===== src/rtl/add8_arbiter.sv =====
// add8_arbiter: round-robin sequencer sharing one 8-bit adder between NREQ
// requesters. Each requester has a valid/ready request handshake and a
// registered result slot. Operations are tracked through the adder's fixed
// latency by a tag shift register, so at most one operation per requester
// is ever outstanding.
//
// Build option: define ADD8_ARB_PRIO_EN for fixed priority (lowest eligible
// index wins, no round-robin pointer). Default is round-robin.
module add8_arbiter #(
    parameter int NREQ = 4,
    parameter int LAT  = 1
) (
    input  logic              clk_100M,
    input  logic              rst,
    input  logic [NREQ-1:0]   req_valid,
    output logic [NREQ-1:0]   req_ready,
    input  logic [8*NREQ-1:0] req_a,
    input  logic [8*NREQ-1:0] req_b,
    input  logic [NREQ-1:0]   req_cin,
    output logic [NREQ-1:0]   rsp_valid,
    input  logic [NREQ-1:0]   rsp_ready,
    output logic [8*NREQ-1:0] rsp_sum,
    output logic [NREQ-1:0]   rsp_cout,
    output logic [7:0]        add_cina,
    output logic [7:0]        add_cinb,
    output logic              add_cin,
    input  logic [7:0]        add_sum,
    input  logic              add_cout,
    output logic              busy
);

    localparam int IW  = $clog2(NREQ);
    localparam int NST = LAT + 1;

    typedef struct packed {
        logic          vld;
        logic [IW-1:0] idx;
    } tag_t;

    tag_t [NST-1:0]    tag_q, tag_d;
    logic [NREQ-1:0]   rsp_valid_q, rsp_valid_d;
    logic [8*NREQ-1:0] rsp_sum_q, rsp_sum_d;
    logic [NREQ-1:0]   rsp_cout_q, rsp_cout_d;
    logic [7:0]        opa_q, opa_d;
    logic [7:0]        opb_q, opb_d;
    logic              opc_q, opc_d;

    logic [NREQ-1:0]   inflight;
    logic [NREQ-1:0]   eligible;
    logic              gnt_found;
    logic [IW-1:0]     gnt_idx;

    // Requesters with a tag anywhere in the pipeline are blocked; so is any
    // requester whose result has not yet been consumed.
    always_comb begin
        inflight = '0;
        for (int unsigned s = 0; s < NST; s++) begin
            if (tag_q[s].vld) begin
                inflight[tag_q[s].idx] = 1'b1;
            end
        end
        eligible = req_valid & ~inflight & ~rsp_valid_q;
    end

`ifdef ADD8_ARB_PRIO_EN
    // Fixed priority: lowest eligible index wins.
    always_comb begin
        gnt_found = 1'b0;
        gnt_idx   = '0;
        for (int unsigned k = 0; k < NREQ; k++) begin
            if (!gnt_found && eligible[k]) begin
                gnt_found = 1'b1;
                gnt_idx   = IW'(k);
            end
        end
    end
`else
    logic [IW-1:0] ptr_q, ptr_d;

    // Round-robin search starting at the index after the last grant.
    always_comb begin
        int unsigned cand;
        gnt_found = 1'b0;
        gnt_idx   = '0;
        for (int unsigned k = 0; k < NREQ; k++) begin
            cand = 32'(ptr_q) + k;
            if (cand >= NREQ) begin
                cand = cand - NREQ;
            end
            if (!gnt_found && eligible[cand]) begin
                gnt_found = 1'b1;
                gnt_idx   = IW'(cand);
            end
        end
        ptr_d = ptr_q;
        if (gnt_found) begin
            ptr_d = (32'(gnt_idx) == NREQ - 1) ? '0 : gnt_idx + 1'b1;
        end
    end

    // Round-robin pointer register; requester 0 has first priority after reset.
    always_ff @(posedge clk_100M or posedge rst) begin
        if (rst) begin
            ptr_q <= '0;
        end else begin
            ptr_q <= ptr_d;
        end
    end
`endif

    // Grant decode, operand issue and tag injection.
    always_comb begin
        int unsigned sel;
        sel       = 32'(gnt_idx);
        req_ready = '0;
        opa_d     = opa_q;
        opb_d     = opb_q;
        opc_d     = opc_q;
        if (gnt_found) begin
            req_ready[sel] = 1'b1;
            opa_d          = req_a[sel*8 +: 8];
            opb_d          = req_b[sel*8 +: 8];
            opc_d          = req_cin[sel];
        end
        tag_d[0].vld = gnt_found;
        tag_d[0].idx = gnt_idx;
        for (int unsigned s = 1; s < NST; s++) begin
            tag_d[s] = tag_q[s-1];
        end
    end

    // Result capture from the adder when a valid tag leaves the pipeline,
    // and release of consumed results.
    always_comb begin
        int unsigned ridx;
        ridx        = 32'(tag_q[NST-1].idx);
        rsp_valid_d = rsp_valid_q & ~rsp_ready;
        rsp_sum_d   = rsp_sum_q;
        rsp_cout_d  = rsp_cout_q;
        if (tag_q[NST-1].vld) begin
            rsp_valid_d[ridx]       = 1'b1;
            rsp_sum_d[ridx*8 +: 8]  = add_sum;
            rsp_cout_d[ridx]        = add_cout;
        end
    end

    // State registers; reset discards any operation in flight.
    always_ff @(posedge clk_100M or posedge rst) begin
        if (rst) begin
            tag_q       <= '0;
            rsp_valid_q <= '0;
            rsp_sum_q   <= '0;
            rsp_cout_q  <= '0;
            opa_q       <= '0;
            opb_q       <= '0;
            opc_q       <= 1'b0;
        end else begin
            tag_q       <= tag_d;
            rsp_valid_q <= rsp_valid_d;
            rsp_sum_q   <= rsp_sum_d;
            rsp_cout_q  <= rsp_cout_d;
            opa_q       <= opa_d;
            opb_q       <= opb_d;
            opc_q       <= opc_d;
        end
    end

    // Activity flag: anything in the pipeline or any result waiting.
    always_comb begin
        busy = |rsp_valid_q;
        for (int unsigned s = 0; s < NST; s++) begin
            busy = busy | tag_q[s].vld;
        end
    end

    assign rsp_valid = rsp_valid_q;
    assign rsp_sum   = rsp_sum_q;
    assign rsp_cout  = rsp_cout_q;
    assign add_cina  = opa_q;
    assign add_cinb  = opb_q;
    assign add_cin   = opc_q;

endmodule

===== config.mk =====
export PLATFORM = sky130hd
export DESIGN_NAME = add8_arbiter
export DESIGN_NICKNAME = d
export VERILOG_FILES = /design/src/rtl/add8_arbiter.sv
export SDC_FILE = /design/constraint.sdc
export NUM_CORES = 1
export LEC_CHECK = 0
export BUFFER_PORTS_ARGS = -buffer_cell sky130_fd_sc_hd__buf_2
export CAP_MARGIN = 40
export CORE_UTILIZATION = 51
export CTS_BUF_LIST = sky130_fd_sc_hd__clkbuf_8 sky130_fd_sc_hd__clkbuf_16
export DETAILED_ROUTE_END_ITERATION = 7
export PLACE_DENSITY = 0.95
export RECOVER_POWER = 100
export REMOVE_ABC_BUFFERS = 1
export SYNTH_ARGS = -nofsm -noshare
export SYNTH_HDL_FRONTEND = slang
export SYNTH_SLANG_ARGS = --single-unit

===== constraint.sdc =====
create_clock -name clk_100M -period 5.5 [get_ports clk_100M]
set_clock_uncertainty 0.05 [all_clocks]
set_input_delay 0 -clock clk_100M [delete_from_list [all_inputs] [get_ports clk_100M]]
set_output_delay 0 -clock clk_100M [all_outputs]
set_load 0.1 [all_outputs]

==> flow_metrics.py <==
metrics = {
    "yosys": {
        "synth-async-reset-ratio": 1.00,
        "synth-main-ff-cell": "dfrtp_1",
        "part_of_the_yosys_area_used_for_sequential_elements": 0.482,
        "ys_top_cells_by_count": "65 x dfrtp_1, 34 x mux2i_1, 32 x a22o_1",
        "synth-warning-count": 0,
        "ys_seq_elements": 65,
        "synth_area_leader_cell": "dfrtp_1",
        "post_synthesis_cell_area_sq_mm": 0.00337,
        "synth_cell_type_count": 47,
        "synth-edff-count": 0,
        "netlist.area_leader.share": 0.482,
        "ys_top_cells_by_area": "dfrtp_1 48%, mux2i_1 10%, a22o_1 8.3%",
        "post_synth.cell_area_avg_sq_um": 12.2,
        "synthCells": 277,
        "synthMostInstantiatedCell": "dfrtp_1",
    },
    "min_path": {
        "timing.hold.worst.class": "in2reg",
        "worstHoldEndpoint": "ptr_q[0]",
        "hold_path.startpoint": "req_valid[3]",
        "worstHoldPathCells": 5,
    },
    "floorplanning": {
        "floorplan.core_area_sq_mm": 0.00635,
        "die-area_sq_mm": 0.00694,
        "die-width_microns": 83.3,
        "num_rows": 29,
        "initial_utilization": 0.531,
        "i_o_pin_count": 149,
        "die_height_microns": 83.3,
    },
    "critical_path": {
        "critical_path_source": "tag_q[3]",
        "worst-r2r-cell-count": 11,
        "crit_fanout": 14,
        "worstSetupStartpointType": "register",
        "crit_type": "reg2reg",
        "critical_path.most_common_cell": "dlygate4sd3_1",
        "worst_path_largest_cell_delay_ps": 800,
        "cp_data_arrival_time_ps": 4790,
        "endpoint_kind": "register",
        "reg2reg_setup_slack_ps": 900,
        "crit_chain": "inv_1 > ha_1 > nand2_1 > nand4_1 > o2111ai_1 > a31oi_4 > clkbuf_1 > mux2i_1 > dlygate4sd3_1 > o221ai_1 > dlygate4sd3_1",
        "critical_path_depth": 11,
        "r2r-start": "tag_q[3]",
        "cp.required_ps": 5680,
        "critPathTopFamily": "buffers and inverters",
        "count_of_buffering_cells_on_the_critical_path_with_inverters_included": 4,
        "crit_path_top_delay_cell": "clkbuf_1",
        "crit-reg2reg-capture": "add_cina[4]",
    },
    "clocking": {
        "max-clock-path-buffers": 2,
        "cts_buffers": 9,
        "cts_tree": "done",
        "ctsRootBufferMaster": "clkbuf_8",
        "cts_sinks": 65,
        "insertion_delay_ps": 350,
        "ctsHtreeMaxLevel": 3,
        "post_cts.repair.setup_buffers": 0,
        "clk_pin_slew_ps": 80,
    },
    "run_status": {
        "outcome": "complete, but fails checks",
        "violations": "capacitance limit, slew limit",
    },
    "route": {
        "totalWireLength_microns": 11200,
        "drt_first_iter_violations": 257,
        "antenna_violating_nets_remaining": 0,
        "wl_cell_microns": 19.5,
        "dr.pass1.iters": 4,
        "route.vias.total": 3408,
        "post-route-drc-count": 0,
        "vias_per_cell": 5.91,
    },
    "timing": {
        "maxClockFrequency_mhz": 217,
        "setup_tns_ps": 0,
        "timing_max_transition_violations_final": 93,
        "number_of_hold_violations_in_the_final_report": 0,
        "number_of_failing_setup_endpoints_in_the_final_timing_report": 0,
        "finalWorstPathRequiredPeriod_ps": 4600,
        "max_slew_margin": -1.32,
        "layout_setup_ws_ps": 896,
        "finalCritPeriodShare": 0.837,
        "rsz_0062_raised_after_global_routing": "false",
        "tightestPinTransition_ps": 3480,
    },
    "cells_and_area": {
        "multi_input_area_sq_mm": 0.00155,
        "finish.utilization": 0.771,
        "area_delta_synth_final_pct": 45.1,
        "num-fill-cells": 452,
        "antennaDiodeCount": 0,
        "layout-drive-gt1-share": 0.246,
        "layout.nets": 595,
        "register_area_sq_mm": 0.00163,
    },
    "global_routing": {
        "grt.met1_usage": 0.412,
        "largest_net_degree_at_the_start_of_global_routing": 66,
        "grt_pass1_vias": 3629,
        "grtUsageMet2": 0.555,
        "antenna_found_initial": 0,
        "wire_length_of_the_first_global_routing_pass_microns": 18200,
        "globalRouteTotalUtil": 0.337,
        "gr-max-usage-layer": "met2",
        "globalRouteOverflowTotal": 0,
        "grt_use_met3": 0.0785,
    },
    "flow_run": {
        "max-cap-violations": 4,
    },
    "placement": {
        "post-place-ws_ps": 2360,
        "final_gp_congestion": 0.897,
        "detailedPlacementHpwl_microns": 6520,
        "port_buffers": 148,
    },
}
## cells by family after synthesis
kind of cell	after synthesis	synth area share
flops	65	0.482
buf+inv	23	0.0468
fa+ha+maj	12	0.0445
compound gates	74	0.205
mux	39	0.118
simple gates	64	0.104
## through the flow
| step | instances | hold slack, ps | cell area, sq um |
|---|---|---|---|
| global placement | 493 | 134 | 4130 |
| global route | 577 | 320 | 4890 |
| floorplan | 265 | 46.4 | 3260 |
| detailed placement | 497 | 136 | 4210 |
| finish | 577 | 302 | 4890 |
| CTS | 577 | 124 | 5050 |
## worst max-delay path by stage
stage / to
2_1_floorplan: req_ready[2]
3_3_place_gp: req_ready[0]
3_5_place_dp: ptr_q[1]
4_1_cts: add_cina[0]
5_1_grt: add_cina[0]
6_report: add_cina[4]
## layout make-up
type / instances / area share
Timing Repair Buffer: 220 / 0.284
Clock inverter: 6 / 0.0138
Clock buffer: 9 / 0.0253
Inverter: 11 / 0.00844
Sequential cell: 65 / 0.332
Tap cell: 77 / 0.0197
Multi-Input combinational cell: 189 / 0.317
## metal layers
layer | wire [microns] | up-vias | part of all wire
met2 | 5680 | 176 | 0.51
met3 | 715 | 50 | 0.064
met4 | 438 | 0 | 0.039
li1 | - | 1484 | -
met5 | 0 | - | 0
met1 | 4400 | 1698 | 0.39
## worst reg2reg max path, delay by kind of cell, from the launching register on
family | cells | cell delay (ps)
AOI/OAI and AO/OA | 3 | 820
adders and majority gates | 1 | 270
DFF | 1 | 470
muxes | 1 | 260
and+or+nand+nor | 2 | 400
buffers and inverters | 4 | 2230
## cell usage in the layout, fill, tap and decap left out, drive strengths merged, types with 2 or more instances in the layout
master       instances
a211oi               2
a21oi                4
a22o                32
and2                 2
buf                 91
clkbuf              73
clkinvlp             2
dfrtp               65
dlygate4sd3         65
ha                  12
inv                 13
mux2                 5
mux2i               34
nand2               29
nand2b               3
nand3                8
nand4                2
nor2                 2
nor2b                7
nor4                 2
nor4b                3
o211ai               2
o21ai                7
o221ai              17
o32ai                2
## registers in the layout (all words and copies together) (netlist names)
| register | count |
|---|---|
| rsp_sum | 32 |
| add_cina | 8 |
| add_cinb | 8 |
| rsp_cout | 4 |
| rsp_valid | 4 |
| tag_d | 3 |
| tag_q | 3 |
| ptr_q | 2 |
| add_cin | 1 |
## repair_timing
item	4_1_cts	5_1_grt
gates resized for setup	0	0
hold buffers	65	0
endpoints found under the hold margin	122	0
Power is left out: the tool's default activity adds up to more than one toggle a clock period on the data nets, which glitch-free logic cannot reach.
